--- src/rtl/rr_grant_arbiter.sv ---
// Round-robin arbiter for 8 requesters with a bounded grant hold.
// Grant, valid and preempt are registered and feed a one-hot-to-binary encoder.
module rr_grant_arbiter #(
    parameter int N        = 8,
    parameter int HOLD_MAX = 15
) (
    input  logic         clk,
    input  logic         rst,
    input  logic [N-1:0] req,
    output logic [N-1:0] grant,
    output logic         grant_valid,
    output logic         preempt
);

    typedef enum logic {
        IDLE,
        GRANT
    } state_t;

    localparam logic [7:0] HOLD_LAST = 8'(HOLD_MAX - 1);

    state_t         state_q, state_d;
    logic [N-1:0]   grant_q, grant_d;
    logic           valid_q, valid_d;
    logic           preempt_q, preempt_d;
    logic [2:0]     ptr_q, ptr_d;
    logic [2:0]     win_q, win_d;
    logic [7:0]     cnt_q, cnt_d;

    logic [N-1:0]   winOh;
    logic [N-1:0]   others;
    logic [3:0]     pickReq;
    logic [3:0]     pickOthers;

    // Returns {found, index}; scanning downward lets the lowest offset from ptr win.
    function automatic logic [3:0] pick(input logic [N-1:0] mask, input logic [2:0] ptr);
        logic [2:0] idx;
        pick = '0;
        for (int i = N - 1; i >= 0; i--) begin
            idx = ptr + 3'(i);
            if (mask[idx]) pick = {1'b1, idx};
        end
    endfunction

    assign winOh      = N'(1) << win_q;
    assign others     = req & ~winOh;
    assign pickReq    = pick(req, ptr_q);
    assign pickOthers = pick(others, ptr_q);

    always_comb begin
        state_d   = state_q;
        grant_d   = grant_q;
        ptr_d     = ptr_q;
        win_d     = win_q;
        cnt_d     = cnt_q;
        preempt_d = 1'b0;
        case (state_q)
            IDLE: begin
                if (pickReq[3]) begin
                    win_d   = pickReq[2:0];
                    grant_d = N'(1) << pickReq[2:0];
                    ptr_d   = pickReq[2:0] + 3'd1;
                    cnt_d   = 8'd0;
                    state_d = GRANT;
                end
            end
            GRANT: begin
                if (req[win_q]) begin
                    if (cnt_q < HOLD_LAST) begin
                        cnt_d = cnt_q + 8'd1;
                    end else begin
                        // Timeout: hand over only if someone else is waiting.
                        cnt_d = 8'd0;
                        if (pickOthers[3]) begin
                            win_d     = pickOthers[2:0];
                            grant_d   = N'(1) << pickOthers[2:0];
                            ptr_d     = pickOthers[2:0] + 3'd1;
                            preempt_d = 1'b1;
                        end
                    end
                end else if (pickReq[3]) begin
                    win_d   = pickReq[2:0];
                    grant_d = N'(1) << pickReq[2:0];
                    ptr_d   = pickReq[2:0] + 3'd1;
                    cnt_d   = 8'd0;
                end else begin
                    grant_d = '0;
                    cnt_d   = 8'd0;
                    state_d = IDLE;
                end
            end
        endcase
        valid_d = |grant_d;
    end

    always_ff @(posedge clk) begin
        if (rst) begin
            state_q   <= IDLE;
            grant_q   <= '0;
            valid_q   <= 1'b0;
            preempt_q <= 1'b0;
            ptr_q     <= 3'd0;
            win_q     <= 3'd0;
            cnt_q     <= 8'd0;
        end else begin
            state_q   <= state_d;
            grant_q   <= grant_d;
            valid_q   <= valid_d;
            preempt_q <= preempt_d;
            ptr_q     <= ptr_d;
            win_q     <= win_d;
            cnt_q     <= cnt_d;
        end
    end

    assign grant       = grant_q;
    assign grant_valid = valid_q;
    assign preempt     = preempt_q;

endmodule

--- config.mk ---
export PLATFORM = sky130hd
export DESIGN_NAME = rr_grant_arbiter
export DESIGN_NICKNAME = d
export VERILOG_FILES = /design/src/rtl/rr_grant_arbiter.sv
export SDC_FILE = /design/constraint.sdc
export NUM_CORES = 1
export LEC_CHECK = 0
export ABC_CLOCK_PERIOD_IN_PS = 11450
export BUFFER_PORTS_ARGS = -buffer_cell sky130_fd_sc_hd__buf_2
export CAP_MARGIN = 10
export CORE_MARGIN = 2
export CORE_UTILIZATION = 45
export CTS_CLUSTER_SIZE = 24
export DETAILED_ROUTE_END_ITERATION = 10
export PLACE_DENSITY = 0.67
export SLEW_MARGIN = 20
export SYNTH_ARGS = -nofsm -noshare
export SYNTH_HDL_FRONTEND = slang
export SYNTH_SLANG_ARGS = --single-unit
--- constraint.sdc ---
create_clock -name clk -period 11.45 [get_ports clk]
set_input_delay 1.145 -clock clk [delete_from_list [all_inputs] [get_ports clk]]
set_output_delay 1.145 -clock clk [all_outputs]
set_load 0.01 [all_outputs]
==> results of run 1 <==
## cells in the final DEF (no fill, tap or decap), types with 10 or more instances in the layout
cell type | netlist | routed
o21ai_0 | 18 | 18
ha_1 | 10 | 10
dfxtp_1 | 25 | 25
mux2i_1 | 10 | 10
nor2_1 | 43 | 43
nand2_1 | 28 | 28
inv_1 | 12 | 12
a21oi_1 | 28 | 28
buf_2 | 6 | 19
mux4_2 | 13 | 13
mux2_2 | 10 | 10
## synth_stat cells (4+ instances only)
library cell and number:
nand2_1 28, mux4_2 13, nor2_1 43, inv_1 12, nor3b_1 4, a22oi_1 7
o211ai_1 4, nand2b_1 9, nor2b_1 5, a221oi_1 7, a31oi_1 7, o21ai_0 18
ha_1 10, buf_2 6, nand3_1 7, o22ai_1 5, mux2i_1 10, xnor2_1 4
dfxtp_1 25, nor3_1 9, clkbuf_1 16, nor4_1 5, a211oi_1 9, mux2_2 10
nand3b_1 5, o221ai_1 6, a22o_1 4, a21oi_1 28
## cell type report
cell class              count  area, sq um
fillers                   636         3250
multi-input cells         324         2390
well taps                  77         96.3
flip-flops and latches     25          500
repair buffers             23          125
clock buffers               3         41.3
inverters                  14         52.6
clock inverters             1         5.00
## through the flow
stage | hold slack, ps | instances
CTS | 470 | 467
detailed placement | 451 | 463
finish | 469 | 467
global route | 486 | 467
global placement | 450 | 463
floorplan | 432 | 388
## logic make-up after synthesis
kind of cell             Yosys count  synth area share [%]
flip-flops                        25                  16.4
AO/OA/AOI/OAI                    139                  33.0
AND/OR/NAND/NOR                  135                  22.6
XOR/XNOR                           7                  2.01
adder cells (fa/ha/maj)           10                  4.11
multiplexers                      33                  16.6
buffers and inverters             39                  5.30
## worst paths after layout
| path | startpoint | to | slack, ps | cells after the start |
|---|---|---|---|---|
| worst min-delay path | cnt_q[4] | cnt_q[4] | 470 | 2 |
| worst max register to register | ptr_q[1] | grant_valid | 5980 | 18 |
| worst max-delay path | ptr_q[1] | grant_valid | 5980 | 18 |
| worst min register to register | cnt_q[4] | cnt_q[4] | 470 | 2 |
## worst max-delay path, delay by kind of cell, from the launching register on
kind	cells	cell delay, ps
buffers and inverters	3	790
AO/OA/AOI/OAI	9	1730
adder cells (fa/ha/maj)	3	1410
AND/OR/NAND/NOR	1	100
multiplexers	2	1000
flip-flops	1	320
## flip-flops by register name, indices dropped and copies added, names as in the netlist
name,flops
win_q,3
state_q,1
cnt_q,8
ptr_q,3
grant,8
grant_valid,1
preempt,1
## layer usage
metal	vias up	wire length, um
li1	1520	-
met1	1564	3950
met2	129	4110
met3	14	464
met4	0	145
met5	-	0
## power by group
group | switching, mW | internal (mW)
Clock | 0.0284 | 0.0244
Sequential | 0.0299 | 0.108
Combinational | 0.552 | 0.376
==> flow_metrics.py, run 1 <==
metrics = {
    "status": {
        "status": "finished, final reports clean",
    },
    "setup_path": {
        "crit_type": "reg2reg",
        "cp.required_ps": 11600,
        "cp-start-kind": "flip-flop",
        "crit_top_cell": "ha_1",
        "cp_cell_sequence": "buf_4 > clkinv_1 > ha_1 > mux4_2 > mux2_2 > o21bai_1 > a21oi_1 > o21ai_1 > a221oi_1 > inv_1 > ha_1 > ha_1 > nand2_1 > a21boi_0 > o22ai_1 > a41o_1 > a31oi_1 > a31oi_1",
        "crit_path_top_delay_cell": "ha_1",
        "cp_data_arrival_time_ps": 5620,
        "slowest_delay_ps": 970,
        "cp_max_fo": 34,
        "endpoint_kind": "flip-flop",
    },
    "synthesis": {
        "synth-main-ff-cell": "dfxtp_1",
        "ys.warnings.count": 0,
        "yosysTopAreaCell": "dfxtp_1",
        "synth-edff-count": 0,
        "async_flop_share_pct": 0,
        "yosysTopAreaCellShare_pct": 16.4,
        "ys_seq_elements": 25,
        "avgSynthCellArea_sq_um": 7.86,
        "postSynthCellCount": 388,
        "synthTopCellsByArea": "dfxtp_1 (16%), mux4_2 (9.6%), nor2_1 (5.3%)",
        "syn_area_sq_mm": 0.00305,
        "ys_seq_area_share_pct": 16.4,
        "synth_fp_nets": 408,
        "synth_cell_types": 67,
    },
    "clock_tree": {
        "root_buffer": "clkbuf_8",
        "htreeDepth": 1,
        "cts.repair.resized": 0,
        "cts_max_path_buffers": 2,
        "cts_tree": "yes",
        "cts_buffers": 3,
        "clk_pin_slew_ps": 90,
        "postCtsSetupRepairBufs": 0,
        "clk_latency_ps": 270,
        "hold_buffers": 0,
        "cts.sink_count": 25,
    },
    "sta": {
        "finalHoldViolCount": 0,
        "worst_clock_skew_ps": 2.00,
        "rsz0062_at_grt": "false",
        "relSlewSlack_pct": 26.1,
        "fin_crit_sh_pct": 47.8,
        "fmax_mhz": 183,
        "period_needed_ps": 5470,
        "fin_ws_ps": 5980,
        "slew_viol_final": 0,
        "tightest_slew_ps": 1100,
        "setup_viol": 0,
        "setup-tns-final_ps": 0,
    },
    "detailed_routing": {
        "dr.pass1.iters": 6,
        "drt_iter0_markers": 284,
        "remaining_drc_errors": 0,
        "postRouteAntennaNets": 0,
        "wl_um": 8670,
        "num_vias": 3227,
        "avgViaCountPerCell": 6.91,
        "wl_per_cell_um": 18.6,
    },
    "floorplan": {
        "coreArea_sq_mm": 0.00646,
        "dieArea_sq_mm": 0.00745,
        "rows": 29,
        "die-height_um": 86.3,
        "io_pins": 20,
        "start_util_pct": 47.2,
        "dieWidth_um": 86.3,
    },
    "power": {
        "total_power_mw": 1.12,
        "power.density_mw_per_mm2": 349,
        "peakVddDrop_mv": 0.162,
        "power.leakage_nw": 1.23,
    },
    "placed_design": {
        "gp_congestion": 0.935,
        "dpl_worst_slack_ps": 6010,
        "placed_cell_area_sq_mm": 0.00316,
        "hpwl_um": 6310,
        "io_buffers": 19,
    },
    "job": {
        "maxCapViolCount": 0,
    },
    "global_route": {
        "grt_overflow": 0,
        "met1_usage_pct": 32.2,
        "grtUsageMet3_pct": 2.76,
        "busiest_layer": "met2",
        "grt_pass1_wl_um": 14100,
        "grt_max_degree": 42,
        "first_global_vias": 2849,
        "grtUsageMet2_pct": 37.8,
        "grt_antenna_before_repair": 0,
        "grt_usage_pct": 23.1,
    },
    "worst_hold_path": {
        "hold_path.class": "reg2reg",
    },
    "finish": {
        "area_growth_pct": 5.21,
        "finish.net_count": 411,
        "finalInstanceArea_sq_mm": 0.00321,
        "antennaDiodeCount": 0,
        "drive_above_1_share_pct": 15.6,
        "final_util_pct": 49.7,
    },
}
Note: power is estimated with default switching activity, not from simulation.
==> run 2: changes to the inputs <==
--- a/config.mk
+++ b/config.mk
@@ -5,7 +5,7 @@
 export SDC_FILE = /design/constraint.sdc
 export NUM_CORES = 1
 export LEC_CHECK = 0
-export ABC_CLOCK_PERIOD_IN_PS = 11450
+export ABC_CLOCK_PERIOD_IN_PS = 5650
 export BUFFER_PORTS_ARGS = -buffer_cell sky130_fd_sc_hd__buf_2
 export CAP_MARGIN = 10
 export CORE_MARGIN = 2
==> constraint.sdc (replaced) <==
create_clock -name clk -period 5.65 [get_ports clk]
set_input_delay 0.565 -clock clk [delete_from_list [all_inputs] [get_ports clk]]
set_output_delay 0.565 -clock clk [all_outputs]
set_load 0.01 [all_outputs]
==> run 2 against run 1 <==
Combinational power rose by 100%. Critical path depth shrank 1. Maximum frequency rose by 20%. Count of clock-buffer cells in the layout stayed put. Die area is the same. Worst setup slack lost 4900 ps. Utilization up 0.12 points. Power rose by 100%. Global-route usage rose by 0.84 points. Register-to-register slack got worse by 4900 ps. Sequential power rose by 110%. Via count decreased by 1.8%.
==> flow_metrics.py, run 2 (synthesis gave the netlist of run 1 again) <==
metrics = {
    "status": {
        "status": "finished, final reports clean",
    },
    "floorplan": {
        "start_util_pct": 47.2,
        "rows": 29,
        "dieArea_sq_mm": 0.00745,
        "io_pins": 20,
        "dieWidth_um": 86.3,
        "coreArea_sq_mm": 0.00646,
        "die-height_um": 86.3,
    },
    "power": {
        "power.leakage_nw": 1.23,
        "power.density_mw_per_mm2": 706,
        "peakVddDrop_mv": 0.305,
    },
    "placed_design": {
        "gp_congestion": 0.943,
        "place_inst": 464,
        "io_buffers": 19,
        "hpwl_um": 6330,
    },
    "detailed_routing": {
        "remaining_drc_errors": 0,
        "dr.pass1.iters": 4,
        "postRouteAntennaNets": 0,
        "drt_iter0_markers": 205,
        "avgViaCountPerCell": 6.77,
        "num_vias": 3168,
        "wl_um": 8720,
        "wl_per_cell_um": 18.6,
    },
    "clock_tree": {
        "hold_buffers": 0,
        "clk_latency_ps": 280,
        "htreeDepth": 1,
        "cts_buffers": 3,
        "postCtsSetupRepairBufs": 0,
        "clk_pin_slew_ps": 90,
        "cts_max_path_buffers": 2,
        "cts.sink_count": 25,
        "cts_tree": "yes",
        "root_buffer": "clkbuf_8",
        "cts.repair.resized": 0,
    },
    "global_route": {
        "grt_usage_pct": 24.0,
        "grt_overflow": 0,
        "grt_pass1_wl_um": 14600,
        "first_global_vias": 2957,
        "grt_max_degree": 42,
        "grt_antenna_before_repair": 0,
    },
    "finish": {
        "final_common_cell": "nor2_1",
        "layout.cells.non_filler": 468,
        "mostFrequentLayoutCells": "nor2_1 (43), nand2_1 (28), a21oi_1 (28)",
        "finish.net_count": 412,
        "antennaDiodeCount": 0,
        "drive_above_1_share_pct": 15.9,
        "fillCellCount": 629,
        "area_growth_pct": 5.46,
    },
    "sta": {
        "rsz0062_at_grt": "false",
        "relSlewSlack_pct": 30.8,
        "fin_crit_sh_pct": 80.7,
        "setup_viol": 0,
        "worst_clock_skew_ps": 4.54,
        "hold_ws_ps": 476,
        "setup-tns-final_ps": 0,
        "finalHoldViolCount": 0,
        "fmax_mhz": 219,
        "tightest_slew_ps": 1030,
        "slew_viol_final": 0,
        "period_needed_ps": 4560,
    },
    "setup_path": {
        "worst-r2r-cell-count": 17,
        "cp_max_fo": 41,
        "cp_data_arrival_time_ps": 4710,
        "crit_type": "reg2reg",
        "endpoint_kind": "flip-flop",
        "cp-start-kind": "flip-flop",
        "crit_top_cell": "ha_1",
        "cp_cell_sequence": "buf_4 > ha_1 > xnor2_1 > mux2_2 > o21bai_1 > a21oi_1 > o21ai_1 > a221oi_1 > inv_1 > ha_1 > ha_1 > nand2_1 > a21boi_0 > o22ai_1 > a41o_1 > a31oi_1 > a31oi_1",
        "slowest_delay_ps": 620,
        "crit_path_top_delay_cell": "xnor2_1",
        "cp.required_ps": 5810,
    },
    "worst_hold_path": {
        "hold-path-cell-count": 2,
        "hold_path.class": "reg2reg",
    },
    "job": {
        "maxCapViolCount": 0,
    },
}
## run 2: cell types whose count changed in the layout (fill, tap and decap cells not counted), sizes merged
cell	delta
buf	+1
## run 2: final cells by class
cell class	instances	area, sq um	share of cell area (%)
clock buffer	3	41.3	1.28
clock inverter	1	5.00	0.156
inverter	14	52.6	1.63
multi-input combinational	324	2390	74.2
sequential	25	500	15.6
tap	77	96.3	3.00
timing repair buffer	24	133	4.13
## run 2: report_power, final
part	switching, mW	internal [mW]	leakage [nW]	total (mW)
Clock	0.0598	0.0495	0.0255	0.109
Sequential	0.0715	0.218	0.204	0.290
Combinational	1.10	0.767	1.00	1.87
Total	1.23	1.03	1.23	2.27
## run 2: through the flow
step / util [%] / setup slack [ps] / area (sq um) / power [mW]
6_report: 49.8 / 1090 / 3210 / 2.27
5_1_grt: 49.8 / 754 / 3210 / 2.48
4_1_cts: 49.8 / 1130 / 3210 / 2.25
3_5_place_dp: 49.1 / 1170 / 3170 / 2.13
3_3_place_gp: 49.1 / 1200 / 3170 / 2.12
2_1_floorplan: - / 837 / 3050 / 1.73
## run 2: layer usage
layer	share of wire, %	vias up	routed length [um]	global-route usage (%)
met5	0	-	0	0
met4	3.6	0	311	9.09
met3	5.4	20	475	2.76
met2	46	113	4000	38.9
met1	45	1515	3930	32.8
li1	-	1520	-	-
## run 2: path summary, 6_finish.rpt
kind | start | endpoint | slack [ps]
max | ptr_q[0] | grant_valid | 1090
min | cnt_q[3] | cnt_q[3] | 480
max reg2reg | ptr_q[0] | grant_valid | 1090
min reg2reg | cnt_q[3] | cnt_q[3] | 480
## run 2: worst max-delay path, delay by kind of cell (launching register included)
| kind | cells | cell delay [ps] |
|---|---|---|
| compound gates | 9 | 1680 |
| mux | 1 | 450 |
| xor+xnor | 1 | 620 |
| fa+ha+maj | 3 | 830 |
| buf+inv | 2 | 420 |
| simple gates | 1 | 100 |
| flops | 1 | 320 |
